<file path="config.mk">
export PLATFORM = sky130hd
export DESIGN_NAME = dp_scoreboard
export DESIGN_NICKNAME = d
export VERILOG_FILES = /design/src/rtl/dp_pkg.sv /design/src/rtl/dp_age_select.sv /design/src/rtl/dp_scoreboard.sv
export SDC_FILE = /design/constraint.sdc
export NUM_CORES = 2
export LEC_CHECK = 0
export CAP_MARGIN = 10
export CORE_MARGIN = 3
export CORE_UTILIZATION = 25
export CTS_BUF_LIST = sky130_fd_sc_hd__clkbuf_8 sky130_fd_sc_hd__clkbuf_16
export CTS_CLUSTER_SIZE = 16
export DETAILED_ROUTE_END_ITERATION = 10
export GPL_ROUTABILITY_DRIVEN = 0
export PLACE_DENSITY = 0.42
export SYNTH_ARGS = -nofsm -noshare
export SYNTH_HDL_FRONTEND = slang
export SYNTH_SLANG_ARGS = --single-unit
</file>
<file path="constraint.sdc">
create_clock -name clk -period 7.18 [get_ports clk]
set_input_delay 1.436 -clock clk [delete_from_list [all_inputs] [get_ports clk]]
set_output_delay 1.436 -clock clk [all_outputs]
set_load 0.01 [all_outputs]
</file>
<file path="src/rtl/dp_pkg.sv">
// Shared constants and per-entry status for the vector dispatch scoreboard.
package dp_pkg;

  localparam int FU_ALU = 0;
  localparam int FU_MAC = 1;
  localparam int FU_LD  = 2;
  localparam int FU_ST  = 3;
  localparam int FU_MSK = 4;
  localparam int FU_SLD = 5;

  localparam int DP_NFU   = 6;
  localparam int DP_DEPTH = 8;
  localparam int DP_NREG  = 32;

  typedef struct packed {
    logic valid;
    logic issued;
    logic has_vd;
    logic vd_done;
    logic vs_done;
  } dp_entry_t;

endpackage

</file>
<file path="src/rtl/dp_age_select.sv">
// Picks the oldest entry among a ready set using an age matrix
// (older[i][j] set means j is older than i).
module dp_age_select #(
  parameter int DEPTH = 8
) (
  input  logic [DEPTH-1:0][DEPTH-1:0] older,
  input  logic [DEPTH-1:0]            ready,
  output logic [DEPTH-1:0]            grant,
  output logic                        any
);

  always_comb begin
    grant = '0;
    for (int i = 0; i < DEPTH; i++) begin
      grant[i] = ready[i] & ~(|(older[i] & ready));
    end
  end

  assign any = |ready;

endmodule

</file>
<file path="src/rtl/dp_scoreboard.sv">
// Vector dispatch scoreboard: buffers decoded instructions, tracks RAW/WAW/WAR
// hazards with dependency matrices and issues the oldest hazard-free entry.
module dp_scoreboard
  import dp_pkg::*;
#(
  parameter int DEPTH = DP_DEPTH,
  parameter int NFU   = DP_NFU,
  parameter int NREG  = DP_NREG,
  parameter int PW    = 64,
  parameter int ID_W  = $clog2(DEPTH)
) (
  input  logic                      clk,
  input  logic                      rst_n,
  input  logic                      flush,
  input  logic                      in_valid,
  output logic                      in_ready,
  input  logic [$clog2(NFU)-1:0]    in_fu,
  input  logic                      in_has_vd,
  input  logic [$clog2(NREG)-1:0]   in_vd,
  input  logic [NREG-1:0]           in_vs_mask,
  input  logic [PW-1:0]             in_payload,
  input  logic [NFU-1:0]            fu_ready,
  output logic [NFU-1:0]            dp_valid,
  output logic [ID_W-1:0]           dp_id,
  output logic [PW-1:0]             dp_payload,
  input  logic [NFU-1:0]            vd_done_valid,
  input  logic [NFU*ID_W-1:0]       vd_done_id,
  input  logic [NFU-1:0]            vs_done_valid,
  input  logic [NFU*ID_W-1:0]       vs_done_id,
  output logic [ID_W:0]             occupancy
);

  localparam int FU_W  = $clog2(NFU);
  localparam int REG_W = $clog2(NREG);

  dp_entry_t [DEPTH-1:0]       ent;
  logic [FU_W-1:0]             fu_q  [DEPTH];
  logic [REG_W-1:0]            vd_q  [DEPTH];
  logic [NREG-1:0]             vs_q  [DEPTH];
  logic [PW-1:0]               pay_q [DEPTH];
  logic [DEPTH-1:0][DEPTH-1:0] dep_vd, dep_vs, older;
  logic [ID_W:0]               occ_q;

  logic [DEPTH-1:0] valid, issued, vd_hit, vs_hit, vd_resp, vs_resp;
  logic [DEPTH-1:0] vd_done_eff, vs_done_eff, retire, ready, grant;
  logic [DEPTH-1:0] new_dep_vd, new_dep_vs;
  logic             any_ready, dispatch, alloc;
  logic [ID_W-1:0]  alloc_idx, sel_idx;
  logic [ID_W:0]    retire_cnt;
  dp_entry_t        new_ent;

  // Responses only count for entries that are live and already issued.
  always_comb begin
    vd_hit = '0;
    vs_hit = '0;
    for (int f = 0; f < NFU; f++) begin
      for (int k = 0; k < DEPTH; k++) begin
        if (vd_done_valid[f] && vd_done_id[f*ID_W +: ID_W] == ID_W'(k)) vd_hit[k] = 1'b1;
        if (vs_done_valid[f] && vs_done_id[f*ID_W +: ID_W] == ID_W'(k)) vs_hit[k] = 1'b1;
      end
    end
    retire_cnt = '0;
    for (int i = 0; i < DEPTH; i++) begin
      valid[i]       = ent[i].valid;
      issued[i]      = ent[i].issued;
      vd_resp[i]     = vd_hit[i] & ent[i].valid & ent[i].issued;
      vs_resp[i]     = vs_hit[i] & ent[i].valid & ent[i].issued;
      vd_done_eff[i] = ent[i].vd_done | vd_resp[i];
      vs_done_eff[i] = ent[i].vs_done | vs_resp[i];
      retire[i]      = ent[i].valid & ent[i].issued & ent[i].vd_done & ent[i].vs_done;
      retire_cnt     = retire_cnt + (ID_W+1)'(retire[i]);
    end
  end

  always_comb begin
    alloc_idx = '0;
    for (int i = DEPTH - 1; i >= 0; i--) begin
      if (!valid[i]) alloc_idx = ID_W'(i);
    end
    for (int j = 0; j < DEPTH; j++) begin
      new_dep_vd[j] = valid[j] & ent[j].has_vd & ~vd_done_eff[j] &
                      (in_vs_mask[vd_q[j]] | (in_has_vd & (in_vd == vd_q[j])));
      new_dep_vs[j] = valid[j] & in_has_vd & vs_q[j][in_vd] & ~vs_done_eff[j];
    end
    new_ent        = '0;
    new_ent.valid  = 1'b1;
    new_ent.has_vd = in_has_vd;
  end

  assign in_ready = ~(&valid);
  assign alloc    = in_valid & in_ready & ~flush;

  always_comb begin
    ready = '0;
    for (int i = 0; i < DEPTH; i++) begin
      ready[i] = valid[i] & ~issued[i] & (dep_vd[i] == '0) & (dep_vs[i] == '0) &
                 (int'(fu_q[i]) < NFU) & fu_ready[fu_q[i]];
    end
  end

  dp_age_select #(.DEPTH(DEPTH)) u_age_select (
    .older (older),
    .ready (ready),
    .grant (grant),
    .any   (any_ready)
  );

  always_comb begin
    sel_idx = '0;
    for (int i = 0; i < DEPTH; i++) begin
      if (grant[i]) sel_idx = ID_W'(i);
    end
  end

  assign dispatch   = any_ready & ~flush;
  assign dp_valid   = dispatch ? (NFU'(1) << fu_q[sel_idx]) : '0;
  assign dp_id      = dispatch ? sel_idx : '0;
  assign dp_payload = dispatch ? pay_q[sel_idx] : '0;
  assign occupancy  = occ_q;

  // Later assignments win: retire overrides a duplicate response, and the new
  // row written at allocation overrides any column clear landing on it.
  always_ff @(posedge clk or negedge rst_n) begin
    if (!rst_n) begin
      ent    <= '0;
      dep_vd <= '0;
      dep_vs <= '0;
      older  <= '0;
      occ_q  <= '0;
      for (int i = 0; i < DEPTH; i++) begin
        fu_q[i]  <= '0;
        vd_q[i]  <= '0;
        vs_q[i]  <= '0;
        pay_q[i] <= '0;
      end
    end else if (flush) begin
      ent    <= '0;
      dep_vd <= '0;
      dep_vs <= '0;
      older  <= '0;
      occ_q  <= '0;
    end else begin
      for (int k = 0; k < DEPTH; k++) begin
        if (vd_resp[k]) begin
          ent[k].vd_done <= 1'b1;
          for (int r = 0; r < DEPTH; r++) dep_vd[r][k] <= 1'b0;
        end
        if (vs_resp[k]) begin
          ent[k].vs_done <= 1'b1;
          for (int r = 0; r < DEPTH; r++) dep_vs[r][k] <= 1'b0;
        end
        if (retire[k]) begin
          ent[k] <= '0;
          for (int r = 0; r < DEPTH; r++) older[r][k] <= 1'b0;
        end
      end
      if (dispatch) begin
        ent[sel_idx].issued <= 1'b1;
        if (!ent[sel_idx].has_vd) ent[sel_idx].vd_done <= 1'b1;
        if (vs_q[sel_idx] == '0)  ent[sel_idx].vs_done <= 1'b1;
      end
      if (alloc) begin
        ent[alloc_idx]    <= new_ent;
        fu_q[alloc_idx]   <= in_fu;
        vd_q[alloc_idx]   <= in_vd;
        vs_q[alloc_idx]   <= in_vs_mask;
        pay_q[alloc_idx]  <= in_payload;
        dep_vd[alloc_idx] <= new_dep_vd;
        dep_vs[alloc_idx] <= new_dep_vs;
        older[alloc_idx]  <= valid & ~retire;
      end
      occ_q <= occ_q + (ID_W+1)'(alloc) - retire_cnt;
    end
  end

  a_resp_live: assert property (@(posedge clk) disable iff (!rst_n || flush)
    ((vd_hit | vs_hit) & ~(valid & issued)) == '0);

endmodule
</file>
# [Word-level counts from Yosys, hierarchy flattened]
# Index checks and enable logic that the tools add are counted.
[totals] register_bits=1068
[op_classes] add_sub_neg=9 magnitude_cmp=32 eq_ne=92 shift=1 muxes=633 bitwise_logic=230 n_reduce_logical=138
[ops] op="64-bit two-way mux" count=10
[ops] op="1-bit two-way mux" count=522
[ops] op="512-bit bitwise mux" count=1
[ops] op="40-bit two-way mux" count=8
[ops] op="256-bit bitwise mux" count=1
[ops] op="40-bit bitwise mux" count=5
[ops] op="64-bit binary-select mux with 3-bit select" count=1
[ops] op="64-bit bitwise mux" count=3
[ops] op="64-bit demux with 3-bit select" count=1
[ops] op="1-bit bitwise AND" count=162
[ops] op="3-bit == test (second input constant)" count=48
[ops] op="8-bit zero test" count=16
[ops] op="1-bit logical AND" count=99
[ops] op="32-bit binary-select mux with 3-bit select" count=1
[ops] op="32-bit demux with 3-bit select" count=1
[ops] op="32-bit two-way mux" count=3
[ops] op="5-bit two-way mux" count=18
[ops] op="1-bit binary-select mux with 5-bit select" count=16
[ops] op="5-bit demux with 3-bit select" count=5
[ops] op="3-bit by 2-bit == test with 1-bit output (second input constant)" count=24
[ops] op="8-bit bitwise AND" count=8
[ops] op="8-bit OR reduction" count=8
[ops] op="3-bit two-way mux" count=19
[ops] op="5-bit by 6-bit less-than comparator with 1-bit output (second input constant)" count=9
[ops] op="31 further kinds" count=146

# [Depth between registers and ports, before layout]
[logic_depth] ltp_word=33 depth_mapped=17

# [Cells and area by module]
# A second synthesis with hierarchy kept.
[hier_totals] hier_cells=5926 hier_area_um2=52067.4
[by_module_without_submodules] module="dp_scoreboard" n_inst=1 cells_per_inst=5859 area_each_um2=51627.0 seq_area_each_um2=26725.6
[by_module_without_submodules] module="dp_age_select" n_inst=1 cells_per_inst=67 area_each_um2=440.4 seq_area_each_um2=0.0

# [Worst setup path after synthesis]
# No wires, ideal clock.
[synth_path] path_kind="input -> output" startpoint="input port fu_ready[2]" endpoint="output port dp_valid[5]" arrival_time_ns=4.939 required_ns=5.744 path_slack_ns=0.805 cell_stages=15 n_path_buf=5 cell_sequence="clkbuf_2 -> mux2i_1 -> o21a_1 -> buf_2 -> or4_4 -> nor4_4 -> a2111oi_2 -> o221a_1 -> buf_6 -> or2_1 -> buf_4 -> buf_2 -> mux2i_1 -> a221oi_1 -> nor4bb_1"
[synth_between] elab_chain_cells=20
[synth_rtl] element="start: declaration" line="dp_scoreboard.sv:22" rtl="input logic [NFU-1:0] fu_ready,"
[synth_rtl] element="1-bit binary-select mux with 3-bit select" line="dp_scoreboard.sv:97" rtl="(int'(fu_q[i]) < NFU) & fu_ready[fu_q[i]];"
[synth_rtl] element="1-bit two-way mux (not written as such)" line="dp_scoreboard.sv:97"
[synth_rtl] element="1-bit bitwise AND" line="dp_scoreboard.sv:97"
[synth_rtl] element="8-bit bitwise AND" line="dp_age_select.sv:15" rtl="grant[i] = ready[i] & ~(|(older[i] & ready));"
[synth_rtl] element="8-bit OR reduction" line="dp_age_select.sv:15"
[synth_rtl] element="1-bit inverter" line="dp_age_select.sv:15"
[synth_rtl] element="1-bit bitwise AND" line="dp_age_select.sv:15"
[synth_rtl] element="1-bit two-way mux" line="dp_scoreboard.sv:111" rtl="if (grant[i]) sel_idx = ID_W'(i);"
[synth_rtl] element="3-bit two-way mux (6 in series)" line="dp_scoreboard.sv:111"
[synth_rtl] element="3-bit inverter with 4-bit output (not written as such)" line="dp_scoreboard.sv:116" rtl="assign dp_valid = dispatch ? (NFU'(1) << fu_q[sel_idx]) : '0;"
[synth_rtl] element="3-bit binary-select mux with 3-bit select" line="dp_scoreboard.sv:116"
[synth_rtl] element="3-bit two-way mux (not written as such) (2 in series)" line="dp_scoreboard.sv:116"
[synth_rtl] element="1-bit by 3-bit << shifter with 6-bit output" line="dp_scoreboard.sv:116"
[synth_rtl] element="6-bit two-way mux *" line="dp_scoreboard.sv:116"
[synth_rtl] element="end: declaration" line="dp_scoreboard.sv:23" rtl="output logic [NFU-1:0] dp_valid,"
# Mark *: on every way between the ends. The rest lies on a longest branch, timed or not. The select of a mux whose other input is x is not followed.

# [Worst setup path in the final report]
[layout_path] startpoint="input port fu_ready[0]" endpoint="output port dp_payload[30]"
[layout_between] elab_chain_cells=19
[layout_rtl] element="1-bit binary-select mux with 3-bit select" line="dp_scoreboard.sv:97"
[layout_rtl] element="1-bit two-way mux (not written as such)" line="dp_scoreboard.sv:97"
[layout_rtl] element="1-bit bitwise AND" line="dp_scoreboard.sv:97"
[layout_rtl] element="8-bit bitwise AND" line="dp_age_select.sv:15"
[layout_rtl] element="8-bit OR reduction" line="dp_age_select.sv:15"
[layout_rtl] element="1-bit inverter" line="dp_age_select.sv:15"
[layout_rtl] element="1-bit bitwise AND" line="dp_age_select.sv:15"
[layout_rtl] element="1-bit two-way mux" line="dp_scoreboard.sv:111"
[layout_rtl] element="3-bit two-way mux (6 in series)" line="dp_scoreboard.sv:111"
[layout_rtl] element="3-bit inverter with 4-bit output (not written as such)" line="dp_scoreboard.sv:118" rtl="assign dp_payload = dispatch ? pay_q[sel_idx] : '0;"
[layout_rtl] element="64-bit binary-select mux with 3-bit select" line="dp_scoreboard.sv:118"
[layout_rtl] element="64-bit two-way mux (not written as such) (2 in series)" line="dp_scoreboard.sv:118"
[layout_rtl] element="64-bit two-way mux *" line="dp_scoreboard.sv:118"
[layout_rtl] element="end: declaration" line="dp_scoreboard.sv:25" rtl="output logic [PW-1:0] dp_payload,"
# Marked as above.

==> impl_metrics.toml <==
[yosys]
synth_seq_area_share_pct = 48.3
synthFlopType = "dfrtp_1"
async_flop_share_pct = 100
synthDistinctLibCells = 94
syn_inst = 6161
yosysWarnings = 0
ys_ff_latch = 1060
syn-num-nets = 6337
avgSynthCellArea_um2 = 8.92
synth_area_um2 = 55000
synth_edf_count = 0

[sta]
drv_slew = 0
clock_skew_ps = 59.4
fin_ws_ps = 239
rsz0062_at_grt = "no"
worst_slew_margin_rel_pct = 17.8
setup_violations = 0
hold_viol_final = 0
worst_slew_pin_slew_ps = 1220
fmax_mhz = 144
finalCritPeriodShare_pct = 96.7
period_minus_slack_ps = 6940

[routing]
avgRoutedWirePerCell_um = 25.1
drtIter0Drc = 4723
vias = 47629
viasPerCell = 5.06
drt.antenna.violating_nets = 0
drcViolationCount = 0
route.final.wire_length_um = 237000
first_pass_iters = 6

[clocking]
cts_hold_buf = 0
clkTransAtPathRegs_ps = 60
cts_tree = "built"
htree_levels = 3
cts_buffers = 121
clock_sinks = 1060
clk_latency_ps = 770
clock-root-buffer = "clkbuf_16"
clk_path_buf_depth = 3

[finish]
final_net_count = 6634
fin_area_um2 = 67200
layout_common_cells = "nand2_1 (2714), dfrtp_1 (1060), buf_4 (361)"
nFillCells = 22627
drive_gt1_share_pct = 15.7
final_common_cell = "nand2_1"
areaGrowthSynthToFinish_pct = 22.3

[power]
p_seq_share_pct = 43.4
total_leakage_power_uw = 0.0322
intPower_uw = 11200
switching_share_pct = 28.8
p_clk_share_pct = 41.0
combPwrFrac_pct = 15.6
p_switching_uw = 4530
power_density_nw_per_um2 = 234
worst_ir_drop_vdd_mv = 0.207

[global_routing]
grt.overflow.total = 0
grt_max_degree = 169
grt_usage_pct = 20.6
grt_pass1_wl_um = 344000
antenna_found_initial = 19
grt_pass1_vias = 47612

[floorplanning]
io_pins = 241
fp.coreArea_um2 = 218000
initial_core_util_pct = 25.2
rows = 171
die_h_um = 475
die_x_um = 475
die_area_um2 = 226000

[placement]
place_ws_ps = -590
place_hpwl_um = 146000
portBuffers = 240
place_area_um2 = 62200

[worst_setup_path]
worstPathRequired_ps = 5740
path_max_fanout = 15
reg2reg_slack_ps = 1760
r2r_cells = 17
r2r-start = "dep_vd[49]"
critical_path_class = "primary input to primary output"
startpoint_type = "primary input"
r2r_end = "ent[35]"
cp.arrival_ps = 5500
crit_path_end_kind = "primary output"

[flow_run]
maxCapViolations = 0

[worst_hold_path]
hold_start = "pay_q[313]"
hold_end = "pay_q[313]"
hp-class = "flop to flop"
min_path_cells = 2

[status]
status = "finished, final reports clean"
[how the worst max path moves through the flow]
stage                      startpoint             end  slack, ps  depth (start not counted)
after detailed placement  fu_ready[0]  dp_payload[39]       -590                         17
after global routing       dep_vd[49]  dp_payload[30]         90                         17
after CTS                 fu_ready[0]  dp_payload[19]       -150                         18
final                     fu_ready[0]  dp_payload[30]        240                         20
after floorplan           fu_ready[2]     dp_valid[5]        810                         15
after global placement    fu_ready[1]  dp_payload[39]       -580                         17
[flip-flops by register name (all words and copies together) (netlist names), 24 cells and up]
| register | count |
|---|---|
| pay_q | 512 |
| vs_q | 256 |
| dep_vd | 64 |
| dep_vs | 64 |
| older | 56 |
| ent | 40 |
| vd_q | 40 |
| fu_q | 24 |
[per-layer routing]
layer | wire, um | vias to the layer above | track usage (%)
met2 | 112000 | 1550 | 34.0
met5 | 70 | - | 0.0216
met4 | 7040 | 10 | 6.54
met1 | 104000 | 24211 | 27.8
li1 | - | 21484 | -
met3 | 13400 | 374 | 2.80
[cell usage after synthesis (all sizes together) (7+ instances only)]
library cell | n | area share, %
a211oi | 10 | 0.15
or3 | 7 | 0.080
nor3 | 58 | 0.57
o21ai | 208 | 1.9
a32oi | 8 | 0.13
nor3b | 9 | 0.12
nor2b | 30 | 0.34
buf | 140 | 1.5
nor4b | 16 | 0.29
clkbuf | 339 | 2.3
nor2 | 117 | 0.81
dfrtp | 1060 | 48
a21boi | 9 | 0.12
a22oi | 15 | 0.20
or4 | 24 | 0.35
o32ai | 10 | 0.16
and4 | 7 | 0.11
a22o | 11 | 0.18
o21a | 29 | 0.40
nand2b | 14 | 0.16
nand4 | 93 | 1.1
nand3 | 168 | 1.5
or2 | 7 | 0.080
o311ai | 12 | 0.28
and2 | 15 | 0.18
o22ai | 10 | 0.11
a21oi | 109 | 0.99
o2111ai | 8 | 0.14
a31oi | 34 | 0.39
inv | 37 | 0.25
xnor2 | 11 | 0.18
ha | 7 | 0.16
and3 | 22 | 0.25
nand2 | 2719 | 19
nor4 | 125 | 1.8
mux4 | 160 | 6.6
mux2i | 236 | 4.3
xor2 | 31 | 0.49
o32a | 9 | 0.16
a2111oi | 10 | 0.22
a221o | 64 | 1.2
o311a | 8 | 0.15
mux2 | 80 | 1.6
[cell type report]
| type | instances | area [um^2] | share of cell area, % |
|---|---|---|---|
| repair buffers | 652 | 6100 | 9.07 |
| clock buffers | 147 | 3390 | 5.04 |
| multi-input cells | 4586 | 26700 | 39.8 |
| well taps | 2854 | 3570 | 5.31 |
| clock inverters | 75 | 751 | 1.12 |
| diodes | 7 | 17.5 | 0.0261 |
| flip-flops and latches | 1060 | 26500 | 39.5 |
| inverters | 37 | 139 | 0.207 |
[critical path, cell delays in order]
cell	delay (ps)
dlymetal6s2s_1	160
buf_4	180
mux2_2	320
o311ai_4	330
buf_6	160
nor4_1	60
buf_4	150
nor4_4	250
buf_4	180
o2111ai_2	110
o221a_1	300
or2_4	260
buf_12	160
buf_12	150
buf_12	160
mux2_2	260
o21ai_0	140
a21oi_1	90
buf_4	160
clkdlybuf4s50_1	470
[cells by family (layout without fill, tap and decap cells)]
logic type	after synthesis	count (layout)	share of synthesized area, %
xor gates and xnor gates	42	42	0.669
DFF	1060	1060	48.3
other	0	7	0
AOI/OAI and AO/OA	613	613	7.64
adders and majority gates	13	13	0.378
and+or+nand+nor	3441	3442	26.5
muxes	476	476	12.5
buffers and inverters	516	911	4.10
[stage by stage]
stage                     std cells  setup TNS, ps  util (%)  hold slack (ps)  total power, uW
after detailed placement       9144         -33080      28.6              458             9310
final                          9418              0      30.9              468            15700
after global routing           9414              0      30.9              490            16400
after floorplan                6161              0         -              440             8150
after global placement         9144         -33650      28.6              453             9290
after CTS                      9394           -863      30.7              473            15900
[power by group through the flow]
stage	Combinational (uW)	Sequential, uW	Clock (uW)
floorplan	1400	6750	0
global placement	2370	6920	0
detailed placement	2390	6920	0
CTS	2450	6820	6640
global route	2690	6880	6870
finish	2460	6820	6460
[repair_timing]
item | 4_1_cts | 5_1_grt
pin swaps | 12 | 11
setup buffers | 22 | 14
resized for setup | 121 | 84
cloned | 6 | 2
endpoints found under the setup margin | 71 | 61
Power figures use the tool's default switching activity.
